File: config.mk
export PLATFORM = sky130hd
export DESIGN_NAME = mem_bus_arbiter
export DESIGN_NICKNAME = d
export VERILOG_FILES = /design/src/rtl/mem_bus_arbiter.sv
export SDC_FILE = /design/constraint.sdc
export NUM_CORES = 1
export LEC_CHECK = 0
export ABC_CLOCK_PERIOD_IN_PS = 4100
export BUFFER_PORTS_ARGS = -buffer_cell sky130_fd_sc_hd__buf_2
export CORE_UTILIZATION = 45
export CTS_CLUSTER_SIZE = 12
export DETAILED_ROUTE_END_ITERATION = 6
export PLACE_DENSITY_LB_ADDON = 0.2
export SETUP_SLACK_MARGIN = 0.02
export SLEW_MARGIN = 5
export SYNTH_ARGS = -nofsm -noshare
export SYNTH_HDL_FRONTEND = slang
export SYNTH_SLANG_ARGS = --single-unit
File: constraint.sdc
create_clock -name clock -period 4.1 [get_ports clock]
set_clock_uncertainty 0.2 [all_clocks]
set_input_delay 0.82 -clock clock [delete_from_list [all_inputs] [get_ports clock]]
set_output_delay 0.82 -clock clock [all_outputs]
set_load 0.03 [all_outputs]
File: src/rtl/mem_bus_arbiter.sv
// mem_bus_arbiter: arbitrates the shared 17-bit word-addressed memory bus between the CPU and
// the IOP. All outputs are registered; every owner change passes through one idle TURN cycle
// so tri-state drivers never overlap. MAX_HOLD bounds a grant while the other master waits.
// Optional grant/contention statistics are built when MEM_ARB_STATS_EN is defined; otherwise
// the three counter ports are tied to zero.
module mem_bus_arbiter #(
  parameter int unsigned MAX_HOLD     = 8,
  parameter int unsigned IOP_PRIORITY = 1
) (
  input  logic        clock,
  input  logic        reset,
  input  logic        cpu_req,
  input  logic        iop_req,
  output logic        cpu_active,
  output logic        iop_active,
  output logic        bus_busy,
  output logic        preempt,
  output logic [15:0] cpu_grant_cnt,
  output logic [15:0] iop_grant_cnt,
  output logic [15:0] contention_cnt
);

  // The hold counter never exceeds MAX_HOLD-1, so clog2(MAX_HOLD) bits are enough.
  localparam int unsigned      HoldW     = (MAX_HOLD > 2) ? $clog2(MAX_HOLD) : 1;
  localparam logic [HoldW-1:0] HoldLimit = HoldW'((MAX_HOLD > 0) ? MAX_HOLD - 1 : 0);
  localparam bit               HoldEn    = (MAX_HOLD != 0);

  typedef enum logic [1:0] {StIdle, StGntCpu, StGntIop, StTurn} state_e;

  state_e           state_q;
  logic [HoldW-1:0] hold_q;
  logic             last_iop_q;  // last owner: 0 = CPU, 1 = IOP
  logic             any_req;
  logic             win_iop;
  logic             own_req;
  logic             oth_req;
  logic             hold_expire;

  // Arbitration winner for a grant leaving IDLE or TURN.
  always_comb begin
    any_req = cpu_req | iop_req;
    if (cpu_req && iop_req) begin
      win_iop = (IOP_PRIORITY != 0) ? 1'b1 : ~last_iop_q;
    end else begin
      win_iop = iop_req;
    end
  end

  // Owner and waiter requests, and MAX_HOLD expiry, while a grant is held.
  always_comb begin
    own_req     = (state_q == StGntIop) ? iop_req : cpu_req;
    oth_req     = (state_q == StGntIop) ? cpu_req : iop_req;
    hold_expire = HoldEn && oth_req && (hold_q == HoldLimit);
  end

  // Ownership FSM with registered enables, busy and preempt pulse.
  always_ff @(posedge clock or posedge reset) begin
    if (reset) begin
      state_q    <= StIdle;
      cpu_active <= 1'b0;
      iop_active <= 1'b0;
      bus_busy   <= 1'b0;
      preempt    <= 1'b0;
      hold_q     <= '0;
      last_iop_q <= 1'b0;
    end else begin
      preempt <= 1'b0;
      case (state_q)
        StGntCpu, StGntIop: begin
          if (!own_req || hold_expire) begin
            // A release on the expiry cycle is a plain release, so preempt only if still held.
            state_q    <= StTurn;
            cpu_active <= 1'b0;
            iop_active <= 1'b0;
            bus_busy   <= 1'b1;
            preempt    <= own_req;
            hold_q     <= '0;
            last_iop_q <= (state_q == StGntIop);
          end else if (HoldEn && oth_req) begin
            hold_q <= hold_q + HoldW'(1);
          end
        end
        default: begin
          // IDLE and TURN arbitrate identically; requests are sampled, never latched.
          hold_q <= '0;
          if (any_req) begin
            state_q    <= win_iop ? StGntIop : StGntCpu;
            cpu_active <= ~win_iop;
            iop_active <= win_iop;
            bus_busy   <= 1'b1;
          end else begin
            state_q    <= StIdle;
            cpu_active <= 1'b0;
            iop_active <= 1'b0;
            bus_busy   <= 1'b0;
          end
        end
      endcase
    end
  end

`ifdef MEM_ARB_STATS_EN
  logic        grant_entry;
  logic [15:0] cpu_cnt_q;
  logic [15:0] iop_cnt_q;
  logic [15:0] cont_cnt_q;

  assign grant_entry = ((state_q == StIdle) || (state_q == StTurn)) && any_req;

  // Saturating grant-entry and contention counters.
  always_ff @(posedge clock or posedge reset) begin
    if (reset) begin
      cpu_cnt_q  <= 16'h0;
      iop_cnt_q  <= 16'h0;
      cont_cnt_q <= 16'h0;
    end else begin
      if (grant_entry && !win_iop && (cpu_cnt_q != 16'hFFFF)) begin
        cpu_cnt_q <= cpu_cnt_q + 16'd1;
      end
      if (grant_entry && win_iop && (iop_cnt_q != 16'hFFFF)) begin
        iop_cnt_q <= iop_cnt_q + 16'd1;
      end
      if (cpu_req && iop_req && (cont_cnt_q != 16'hFFFF)) begin
        cont_cnt_q <= cont_cnt_q + 16'd1;
      end
    end
  end

  assign cpu_grant_cnt  = cpu_cnt_q;
  assign iop_grant_cnt  = iop_cnt_q;
  assign contention_cnt = cont_cnt_q;
`else
  assign cpu_grant_cnt  = 16'h0;
  assign iop_grant_cnt  = 16'h0;
  assign contention_cnt = 16'h0;
`endif

endmodule

# == Word level (Yosys, flattened, before mapping) ==
# Cells that the tools add are included.
# word_totals
reg_bits,9
latchBits,0
ramBits,0
rom_bits,0
inputBits,4
out_inout_bits,52
n_memories,0
# op_classes
add_sub_neg,1
n_mul,0
div_mod_pow,0
magnitude_cmp,0
eq_ne,5
shifts,0
mux,20
n_bitwise,2
n_reduce_logical,5
# ops
operator,n
1-bit two-way mux,13
3-bit two-way mux,3
2-bit two-way mux,4
3-bit by 1-bit adder with 3-bit output (second input constant),1
3-bit == test (second input constant),1
3-bit != test (second input constant),1
2-bit by 1-bit == test with 1-bit output (second input constant),1
2-bit == test (second input constant),1
1-bit logical AND,2
2-bit != test (second input constant),1
2-bit OR reduction,1
1-bit zero test,1
1-bit logical OR,1
1-bit NOT,1
1-bit OR,1

# == Longest topological paths before layout ==
# Gate-level depths: netlist of run 1.
# logic_depth
depth_word,6
ltp_mapped,5

# == Least setup slack after synthesis of run 1 ==
# Ideal clock, no wire load.
# synth_timing
kind,input -> register
startpoint,input port iop_req
endpoint,register hold_q[0]
arrival_time_ps,1578
setup_slack_ps,2197
path_stages,4
cell_sequence,buf_2 > and4bb_2 > nand2b_4 > mux2_4
# synth_via
elab_chain_cells,5
elab_cells_between_ends,8
# synth_rtl
item,line_no,rtl
"start, declared",13,"input logic iop_req,"
1-bit two-way mux (on tied branches),"51, 52",
1-bit zero test or 1-bit logical AND (tied branches),"70, 53",
1-bit logical OR,70,if (!own_req || hold_expire) begin
3-bit two-way mux,70,
3-bit two-way mux,68,case (state_q)
"end signal, assigned",80,hold_q <= hold_q + HoldW'(1);
"end, declared",31,logic [HoldW-1:0] hold_q;
# Several ways; a longest one is shown, not always the timed one.
# A chain may end at the register's enable or synchronous reset.

# == Final worst setup path of run 1 ==
# layout_timing
startpoint,register state_q[1]
endpoint,register cpu_active
# layout_via
elab_chain_cells,5
elab_cells_between_ends,10
# layout_rtl
item,line_no,rtl
"start, declared",30,state_e state_q;
"start signal, assigned",59,state_q <= StIdle;
"start signal, assigned",72,state_q <= StTurn;
"start signal, assigned",87,state_q <= win_iop ? StGntIop : StGntCpu;
2-bit == test,"51, 52, 68",
1-bit two-way mux (on tied branches),"51, 52",
1-bit zero test or 1-bit logical AND (tied branches),"70, 53",
1-bit logical OR,70,
2-bit != test (no source line),n/a,
"end signal, assigned",88,cpu_active <= ~win_iop;
"end, declared",14,"output logic cpu_active,"
# Several ways; a longest one is shown, not always the timed one.

==> impl_metrics.csv, run 1 <==
group,metric,value,unit
setup_path,cp-end-kind,"register",
synthesis,synthArstFlopShare,100.0,%
timing,finalSetupTns,0,ps
timing,max_freq,544.6,MHz
clock_tree,post-cts-setup-buffer-count,0,
synthesis,synthCells,89,
routing,dr_total_vias,450,
power,peakVddDrop,0.2340,mV
setup_path,cp.arrival,1760,ps
power,clkPwrFrac,16.2,%
die,die_x,45.71,um
worst_hold_path,min_path_type,"register to register",
timing,finalCritPeriodShare,44.78,%
routing,via_per_inst,3.689,
placement,port_buffers,7,
synthesis,synth-edff-count,0,
global_routing,grt_pass1_wl,1455,um
placement,gp_congestion,0.7138,
timing,fin_ws,2264,ps
die,num_rows,15,
clock_tree,cts_hold_buf,0,
timing,hold_viol,0,
synthesis,yosys-top-cells-count,"buf_4, dfrtp_1, inv_1, a22o_1, ha_1",
global_routing,grt.total_usage,9.942,%
power,internal_power,0.2288,mW
routing,wire_per_inst,7.803,um
power,p_per_area,567.1,nW/um2
finish,drive_gt1_share,17.53,%
die,die_h,45.71,um
synthesis,synth_top_family_by_area,"buffers and inverters",
routing,route.final.wire_length,952,um
synthesis,synth_top_area_cell,"buf_4",
synthesis,ys_seq_area_share,26.20,%
clock_tree,cts.path.max_buffers,2,
clock_tree,cts_tree,"yes",
clock_tree,htree_levels,1,
placement,dpl.hpwl,763.8,um
power,comb_power_share,53.4,%
synthesis,synth_flop_cell,"dfrtp_1",
die,initial_core_util,48.72,%
routing,ant_nets,0,
power,seqPwrFrac,30.5,%
setup_path,required,4020,ps
finish,diodes,0,
synthesis,synthTopCellsByArea,"buf_4, dfrtp_1, ha_1, a22o_1, and4bb_2",
synthesis,synth_top_area_share,41.92,%
finish,fin_area,752.0,um2
routing,drc,0,
routing,firstDrtPassIters,3,
status,outcome,"finished clean",
placement,pre_cts_ws,2024,ps
finish,final_nets,105,
global_routing,gr-total-overflow,0,
global_routing,antenna_found_initial,0,
clock_tree,cts_resized,0,
finish,areaGrowthSynthToFinish,-12.52,%
clock_tree,clkLatencyLatePin,250,ps
clock_tree,clockRootBuffer,"clkbuf_4",
die,core_area,1764,um2
synthesis,yosysWarnings,0,
die,die_area,2089,um2
setup_path,crit_fanout,8,
placement,postPlaceCellArea,725.7,um2
timing,setup_viol,0,
power,p_sw_share,46.36,%
synthesis,syn_area_per_cell,9.658,um2
setup_path,crit_type,"register to register",
run,cap_violations,0,
timing,timing.final.max_slew_violations,0,
timing,rsz0062_at_grt,"no",
synthesis,synth_compound_area_share,9.170,%
global_routing,grt_max_degree,12,
synthesis,synth_mux_area_share,2.911,%
synthesis,synthAdderAreaFrac,4.367,%
clock_tree,worst_setup_hold_path_clk_slew,60,ps
global_routing,grt_pass1_vias,325,
synthesis,synth_most_common_cell,"buf_4",
synthesis,synth_seq_cells,9,
finish,nFillCells,168,
synthesis,synth-xor-area-share,0,%
power,p_switching,0.1977,mW
die,ios,56,
synthesis,synth.cell_area,859.6,um2
synthesis,synthSimpleGateAreaFrac,11.35,%
timing,post-route-min-period,1836,ps
power,power_leakage,0.4376,nW
power,p_total,0.4264,mW
clock_tree,cts_buffers,3,
setup_path,cp-start-kind,"register",
clock_tree,cts_sinks,9,
synthesis,synth.distinct_cells,24,
routing,dr.first_iter.drc_count,7,
## power by group through the flow
stage	logic (mW)	clock network, mW	registers [mW]
6_report	0.228	0.0689	0.130
5_1_grt	0.246	0.0768	0.134
4_1_cts	0.228	0.0737	0.130
3_5_place_dp	0.227	0	0.132
3_3_place_gp	0.228	0	0.132
2_1_floorplan	0.203	0	0.157
## cell type report
type | count | area, um2 | area share (%)
Multi-Input combinational cell | 73 | 419.2 | 55.74
Sequential cell | 9 | 225.2 | 29.95
Timing Repair Buffer | 7 | 35.03 | 4.659
Tap cell | 25 | 31.28 | 4.160
Clock buffer | 4 | 26.28 | 3.494
Inverter | 4 | 15.01 | 1.997
## critical path, cell delays in order (launching register included)
cell	delay, ps
dfrtp_1	380
ha_1	410
and4bb_2	280
a211oi_1	300
o22ai_1	140
## per-stage QoR
step	hold slack [ps]	utilization (%)	instances
final	295.9	42.62	122
after global routing	335.5	42.62	122
after CTS	301.6	42.62	122
after detailed placement	285.8	41.13	118
after global placement	282.8	41.13	118
after floorplan	268.1	-	136
## per-layer routing
metal  up-vias  track usage (%)  wire length (um)
met2        40            14.00               438
met1       194            13.90               431
li1        216                -                 -
met3         0            2.381                83
met5         -                0                 0
met4         0            5.294                 0
## state kept, by name (all words and copies together) (netlist names)
| signal | cells |
|---|---|
| hold_q | 3 |
| state_q | 2 |
| bus_busy | 1 |
| cpu_active | 1 |
| iop_active | 1 |
| preempt | 1 |
## final timing paths
path / to / slack (ps) / depth (start not counted) / start
min in group asynchronous: hold_q[2]$_DFFE_PP0P_ / 310 / 2 / reset
max reg2reg: cpu_active$_DFFE_PP0P_ / 2260 / 4 / state_q[1]$_DFFE_PP0P_
min reg2reg: iop_active$_DFFE_PP0P_ / 300 / 1 / iop_active$_DFFE_PP0P_
max in group asynchronous: hold_q[0]$_DFFE_PP0P_ / 3140 / 2 / reset
min: iop_active$_DFFE_PP0P_ / 300 / 1 / iop_active$_DFFE_PP0P_
max: cpu_active$_DFFE_PP0P_ / 2260 / 4 / state_q[1]$_DFFE_PP0P_
## cell usage in the layout (no fill, tap or decap), types with 2 or more instances in the layout
| master | netlist | routed |
|---|---|---|
| dfrtp_1 | 9 | 9 |
| and4bb_2 | 2 | 2 |
| inv_1 | 4 | 4 |
| a21boi_0 | 2 | 2 |
| buf_2 | 1 | 7 |
| a22o_1 | 3 | 3 |
| clkbuf_4 | 0 | 3 |
| conb_1 | 1 | 48 |
| ha_1 | 3 | 3 |
| nand3b_1 | 2 | 2 |
## logic make-up after synthesis
family          after synthesis
mux                           2
compound gates               10
other cells                   1
fa+ha+maj                     3
buf+inv                      54
flops                         9
simple gates                 10
No activity file was read; power rests on OpenSTA's default activity.
==> inputs of run 2 (changes only) <==
Settings changed: ABC_AREA set to 1, ABC_CLOCK_PERIOD_IN_PS 4100 to 1500, CORE_UTILIZATION 45 to 38.
Clock period 4.1 ns to 1.5 ns, I/O delays scaled along.
==> impl_metrics.csv, run 2 <==
group,metric,value,unit
die,die_h,49.74,um
timing,finalCritPeriodShare,97.59,%
finish,final_cell_mix,"conb_1, nand2_1, dfrtp_1",
setup_path,crit_type,"register to register",
clock_tree,clkLatencyLatePin,260,ps
routing,via_per_inst,3.622,
synthesis,synthArstFlopShare,100.0,%
clock_tree,cts_tree,"yes",
setup_path,required,1460,ps
finish,ff_latch_area,225.2,um2
finish,multi_input_comb_area,474.2,um2
setup_path,reg2reg_setup_slack,40,ps
synthesis,synthTopCellsByArea,"buf_4, dfrtp_1, nand2_1, ha_1, nand3_1",
finish,top_register,"hold_q",
die,initial_core_util,42.40,%
synthesis,yosysWarnings,0,
setup_path,timing.rr.end,"state_q[0]$_DFFE_PP0P_",
setup_path,cp-start-kind,"register",
synthesis,synth_most_common_cell,"buf_4",
routing,dr_total_vias,536,
placement,port_buffers,7,
timing,hold_ws,67.20,ps
synthesis,yosys-top-cells-count,"buf_4, nand2_1, dfrtp_1, nand3_1, inv_1",
setup_path,crit-reg2reg-launch,"state_q[0]$_DFFE_PP0P_",
routing,firstDrtPassIters,3,
global_routing,grt_pass1_vias,424,
routing,dr.first_iter.drc_count,4,
worst_hold_path,holdPathStages,3,
routing,ant_nets,0,
worst_hold_path,hold_start,"iop_req",
finish,areaGrowthSynthToFinish,-1.012,%
finish,layout_commonest_cell,"conb_1",
clock_tree,clockRootBuffer,"clkbuf_4",
timing,hold_viol,0,
status,outcome,"finished clean",
timing,timing.final.max_slew_violations,0,
placement,placedCellCount,141,
synthesis,synth_top_area_share,41.62,%
placement,gp_congestion,0.7246,
clock_tree,worst_setup_hold_path_clk_slew,70,ps
synthesis,synth-edff-count,0,
synthesis,synth_seq_cells,9,
die,die_area,2474,um2
finish,reg.largest.list,"hold_q x3, state_q x2",
finish,drive_gt1_share,23.97,%
finish,nFillCells,215,
timing,max_freq,683.1,MHz
routing,wire_per_inst,8.412,um
finish,fin_area,857.1,um2
worst_hold_path,min_to,"iop_active$_DFFE_PP0P_",
die,num_rows,16,
global_routing,antenna_found_initial,0,
timing,finalSetupTns,0,ps
placement,postPlaceCellArea,768.2,um2
synthesis,ys_seq_area_share,26.01,%
finish,final_nets,129,
setup_path,crit_fanout,5,
timing,setup_viol,0,
setup_path,cp.arrival,1420,ps
finish,largest_register_ffs,3,
power,power_leakage,0.5070,nW
synthesis,syn_area_per_cell,8.168,um2
routing,drc,0,
timing,post-route-min-period,1464,ps
synthesis,synth.cell_area,865.8,um2
synthesis,synthCells,106,
power,p_per_area,2024,nW/um2
synthesis,synth_flop_cell,"dfrtp_1",
global_routing,grt_pass1_wl,1842,um
clock_tree,cts_buffers,3,
die,ios,56,
power,peakVddDrop,0.8941,mV
synthesis,synth_top_area_cell,"buf_4",
finish,diodes,0,
routing,route.final.wire_length,1245,um
die,die_x,49.74,um
clock_tree,cts_sinks,9,
power,p_total,1.735,mW
synthesis,synth.distinct_cells,16,
global_routing,grt.total_usage,10.12,%
setup_path,ff2ff_path_depth,9,
clock_tree,cts.path.max_buffers,2,
global_routing,grt_max_degree,10,
worst_hold_path,min_path_type,"primary input to register",
global_routing,gr-total-overflow,0,
clock_tree,htree_levels,1,
run,cap_violations,0,
die,core_area,2042,um2
setup_path,cp-end-kind,"register",
finish,layout.cells.non_filler,148,
placement,dpl.hpwl,949.5,um
timing,rsz0062_at_grt,"yes",
## run 2: layer usage
metal,global-route usage (%),vias to the layer above,part of all wire [%],wire (um)
met5,0,-,0,0
met4,2.857,0,0,0
met3,4.938,0,7.9,98
met1,12.05,239,43,535
li1,-,264,-,-
met2,15.99,33,49,612
## run 2: logic make-up after synthesis
kind of cell | share of synthesized area (%)
buffers and inverters | 44.65
and+or+nand+nor | 22.11
DFF | 26.01
adders and majority gates | 4.336
AOI/OAI and AO/OA | 2.457
other | 0.4331
## run 2: worst max-delay path by stage
stage                                      start                endpoint  slack (ps)
after floorplan           state_q[0]$_DFFE_PP0P_   hold_q[0]$_DFFE_PP0P_          60
after global placement    state_q[0]$_DFFE_PP0P_   hold_q[2]$_DFFE_PP0P_         -30
after detailed placement  state_q[0]$_DFFE_PP0P_   hold_q[0]$_DFFE_PP0P_         -40
after CTS                 state_q[0]$_DFFE_PP0P_  state_q[0]$_DFFE_PP0P_          30
after global routing      state_q[0]$_DFFE_PP0P_   hold_q[1]$_DFFE_PP0P_         -20
final                     state_q[0]$_DFFE_PP0P_  state_q[0]$_DFFE_PP0P_          40
## run 2: where the power goes
group | internal, mW | switching (mW) | leakage, nW | total (mW)
sequential | 0.324 | 0.0503 | 0.114 | 0.374
clock | 0.102 | 0.0842 | 0.0150 | 0.187
combinational | 0.441 | 0.733 | 0.378 | 1.17
## run 2: area by class of cell
class / count / area share [%]
inverter: 7 / 3.066
sequential: 9 / 26.28
clock buffer: 4 / 3.066
tap: 27 / 3.942
multi-input combinational: 90 / 55.33
timing repair buffer: 11 / 8.321
## run 2: worst max-delay path, stage by stage, from the launching register on
cell and delay, ps:
dfrtp_1 400, inv_2 70, ha_4 170, inv_2 40
nand2_2 80, nand2_4 80, nor2_8 130, nand2_4 80
nand2_2 70, nand2_2 40
## run 2: timing repair
item                                    CTS  global route
endpoints found under the setup margin    8             8
cloned                                    1             0
pin swaps                                 2             8
gates resized for setup                   3             7
buffers inserted                          0             1
endpoints found under the hold margin     9             0
hold buffers                              1             0
## run 2: through the flow
stage	worst slack [ps]	utilization [%]
6_report	36.18	41.97
5_1_grt	-24.67	41.97
4_1_cts	25.63	40.81
3_5_place_dp	-36.65	37.62
3_3_place_gp	-34.99	37.62
2_1_floorplan	64.48	-
==> inputs of run 3 (changes only) <==
Settings changed: ABC_CLOCK_PERIOD_IN_PS 1500 to not set, MAX_ROUTING_LAYER set to met4, SETUP_SLACK_MARGIN 0.02 to 0.05.
==> impl_metrics.csv, run 3 (synthesized netlist as in run 2, its figures left out) <==
group,metric,value,unit
status,outcome,"finished clean",
clock_tree,cts_buffers,3,
clock_tree,clkLatencyLatePin,260,ps
setup_path,crit_type,"register to register",
finish,top_register,"hold_q",
die,die_area,2474,um2
routing,dr_total_vias,536,
finish,final_nets,130,
power,peakVddDrop,0.8971,mV
timing,setup_viol,0,
global_routing,antenna_found_initial,0,
power,p_sw_share,50.10,%
finish,reg.largest.list,"hold_q x3, state_q x2",
setup_path,cp-start-kind,"register",
finish,drive_gt1_share,26.23,%
timing,post-route-min-period,1479,ps
placement,dpl.hpwl,949.5,um
finish,areaGrowthSynthToFinish,0.2891,%
die,num_rows,16,
power,power_leakage,0.5117,nW
clock_tree,cts.path.max_buffers,2,
die,ios,56,
finish,final_cell_mix,"conb_1, nand2_1, dfrtp_1",
routing,dr.first_iter.drc_count,5,
placement,port_buffers,7,
routing,ant_nets,0,
setup_path,cp.arrival,1440,ps
die,initial_core_util,42.40,%
finish,fin_area,868.3,um2
clock_tree,clockRootBuffer,"clkbuf_4",
setup_path,ff2ff_path_depth,7,
worst_hold_path,min_path_type,"primary input to register",
run,cap_violations,0,
clock_tree,cts_tree,"yes",
global_routing,grt_max_degree,10,
power,clkPwrFrac,10.7,%
setup_path,cp-end-kind,"register",
power,internal_power,0.8712,mW
clock_tree,cts_sinks,9,
finish,diodes,0,
clock_tree,htree_levels,1,
clock_tree,worst_setup_hold_path_clk_slew,70,ps
finish,nFillCells,211,
timing,timing.final.max_slew_violations,0,
finish,fin_util,42.52,%
finish,ff_latch_area,225.2,um2
global_routing,grt_pass1_wl,1849,um
setup_path,crit_fanout,5,
die,die_x,49.74,um
placement,pre_cts_ws,-36.65,ps
power,comb_power_share,67.7,%
routing,via_per_inst,3.597,
finish,layout_commonest_cell,"conb_1",
timing,hold_viol,0,
power,p_per_area,2011,nW/um2
timing,rsz0062_at_grt,"yes",
setup_path,required,1460,ps
global_routing,grt_pass1_vias,424,
timing,max_freq,676.3,MHz
routing,drc,0,
routing,firstDrtPassIters,4,
die,core_area,2042,um2
global_routing,grt.total_usage,10.40,%
global_routing,gr-total-overflow,0,
routing,wire_per_inst,8.450,um
placement,postPlaceCellArea,768.2,um2
finish,largest_register_ffs,3,
finish,multi_input_comb_area,481.7,um2
timing,hold_ws,66.89,ps
timing,finalCritPeriodShare,98.57,%
worst_hold_path,holdPathStages,3,
timing,fin_ws,21.47,ps
die,die_h,49.74,um
placement,gp_congestion,0.7333,
power,p_switching,0.8748,mW
routing,route.final.wire_length,1259,um
power,seqPwrFrac,21.6,%
run 3: cell count changes in the layout (fill, tap and decap cells not counted):
cell / previous run / this run
buf_4: 2 / 4
buf_6: 1 / 0
nand2_1: 14 / 13
nand2_2: 5 / 6
nand3_1: 7 / 6
nand3_2: 0 / 1
run 3: cell type report:
cell class | count | area share, %
inverter | 7 | 3.026
clock buffer | 4 | 3.026
multi-input combinational | 90 | 55.48
tap | 27 | 3.890
timing repair buffer | 12 | 8.646
sequential | 9 | 25.94
run 3: worst paths after layout:
path	startpoint	to	slack, ps
min	iop_req	iop_active$_DFFE_PP0P_	70
max in group asynchronous	reset	hold_q[1]$_DFFE_PP0P_	480
max	state_q[0]$_DFFE_PP0P_	state_q[0]$_DFFE_PP0P_	20
min in group asynchronous	reset	bus_busy$_DFFE_PP0P_	340
min reg2reg	hold_q[1]$_DFFE_PP0P_	hold_q[1]$_DFFE_PP0P_	290
max reg2reg	state_q[0]$_DFFE_PP0P_	state_q[0]$_DFFE_PP0P_	20
run 3: critical path, stage by stage, from the launching register on:
cell and delay [ps]:
dfrtp_1 400, inv_2 70, ha_4 210, buf_4 150
nor2_8 140, nand2_4 80, nand2_2 60, nand2_2 40
run 3: per-layer routing:
layer	vias up	part of all wire [%]	track usage, %
met5	-	0	-
met4	0	0	2.857
met3	0	7.2	4.938
met2	31	50	15.99
met1	239	43	12.05
li1	266	-	-
run 3: stage by stage:
| step | std cells | setup TNS (ps) | power [mW] |
|---|---|---|---|
| finish | 149 | 0 | 1.746 |
| detailed placement | 141 | -170.5 | 1.323 |
| global route | 149 | -78.48 | 1.870 |
| global placement | 141 | -84.40 | 1.310 |
| CTS | 147 | 0 | 1.640 |
| floorplan | 153 | 0 | 1.209 |
run 3: what timing repair did:
action / CTS / global route
endpoints found under the setup margin: 9 / 9
hold endpoints to repair: 9 / 0
setup buffers: 0 / 2
gates cloned: 1 / 0
pin swaps: 2 / 9
resized for setup: 5 / 6
hold buffers: 1 / 0
run 3: power by group through the flow:
stage	clock network (mW)	registers, mW	logic [mW]
2_1_floorplan	0	0.437	0.772
3_3_place_gp	0	0.368	0.942
3_5_place_dp	0	0.370	0.954
4_1_cts	0.196	0.376	1.07
5_1_grt	0.210	0.382	1.28
6_report	0.186	0.377	1.18
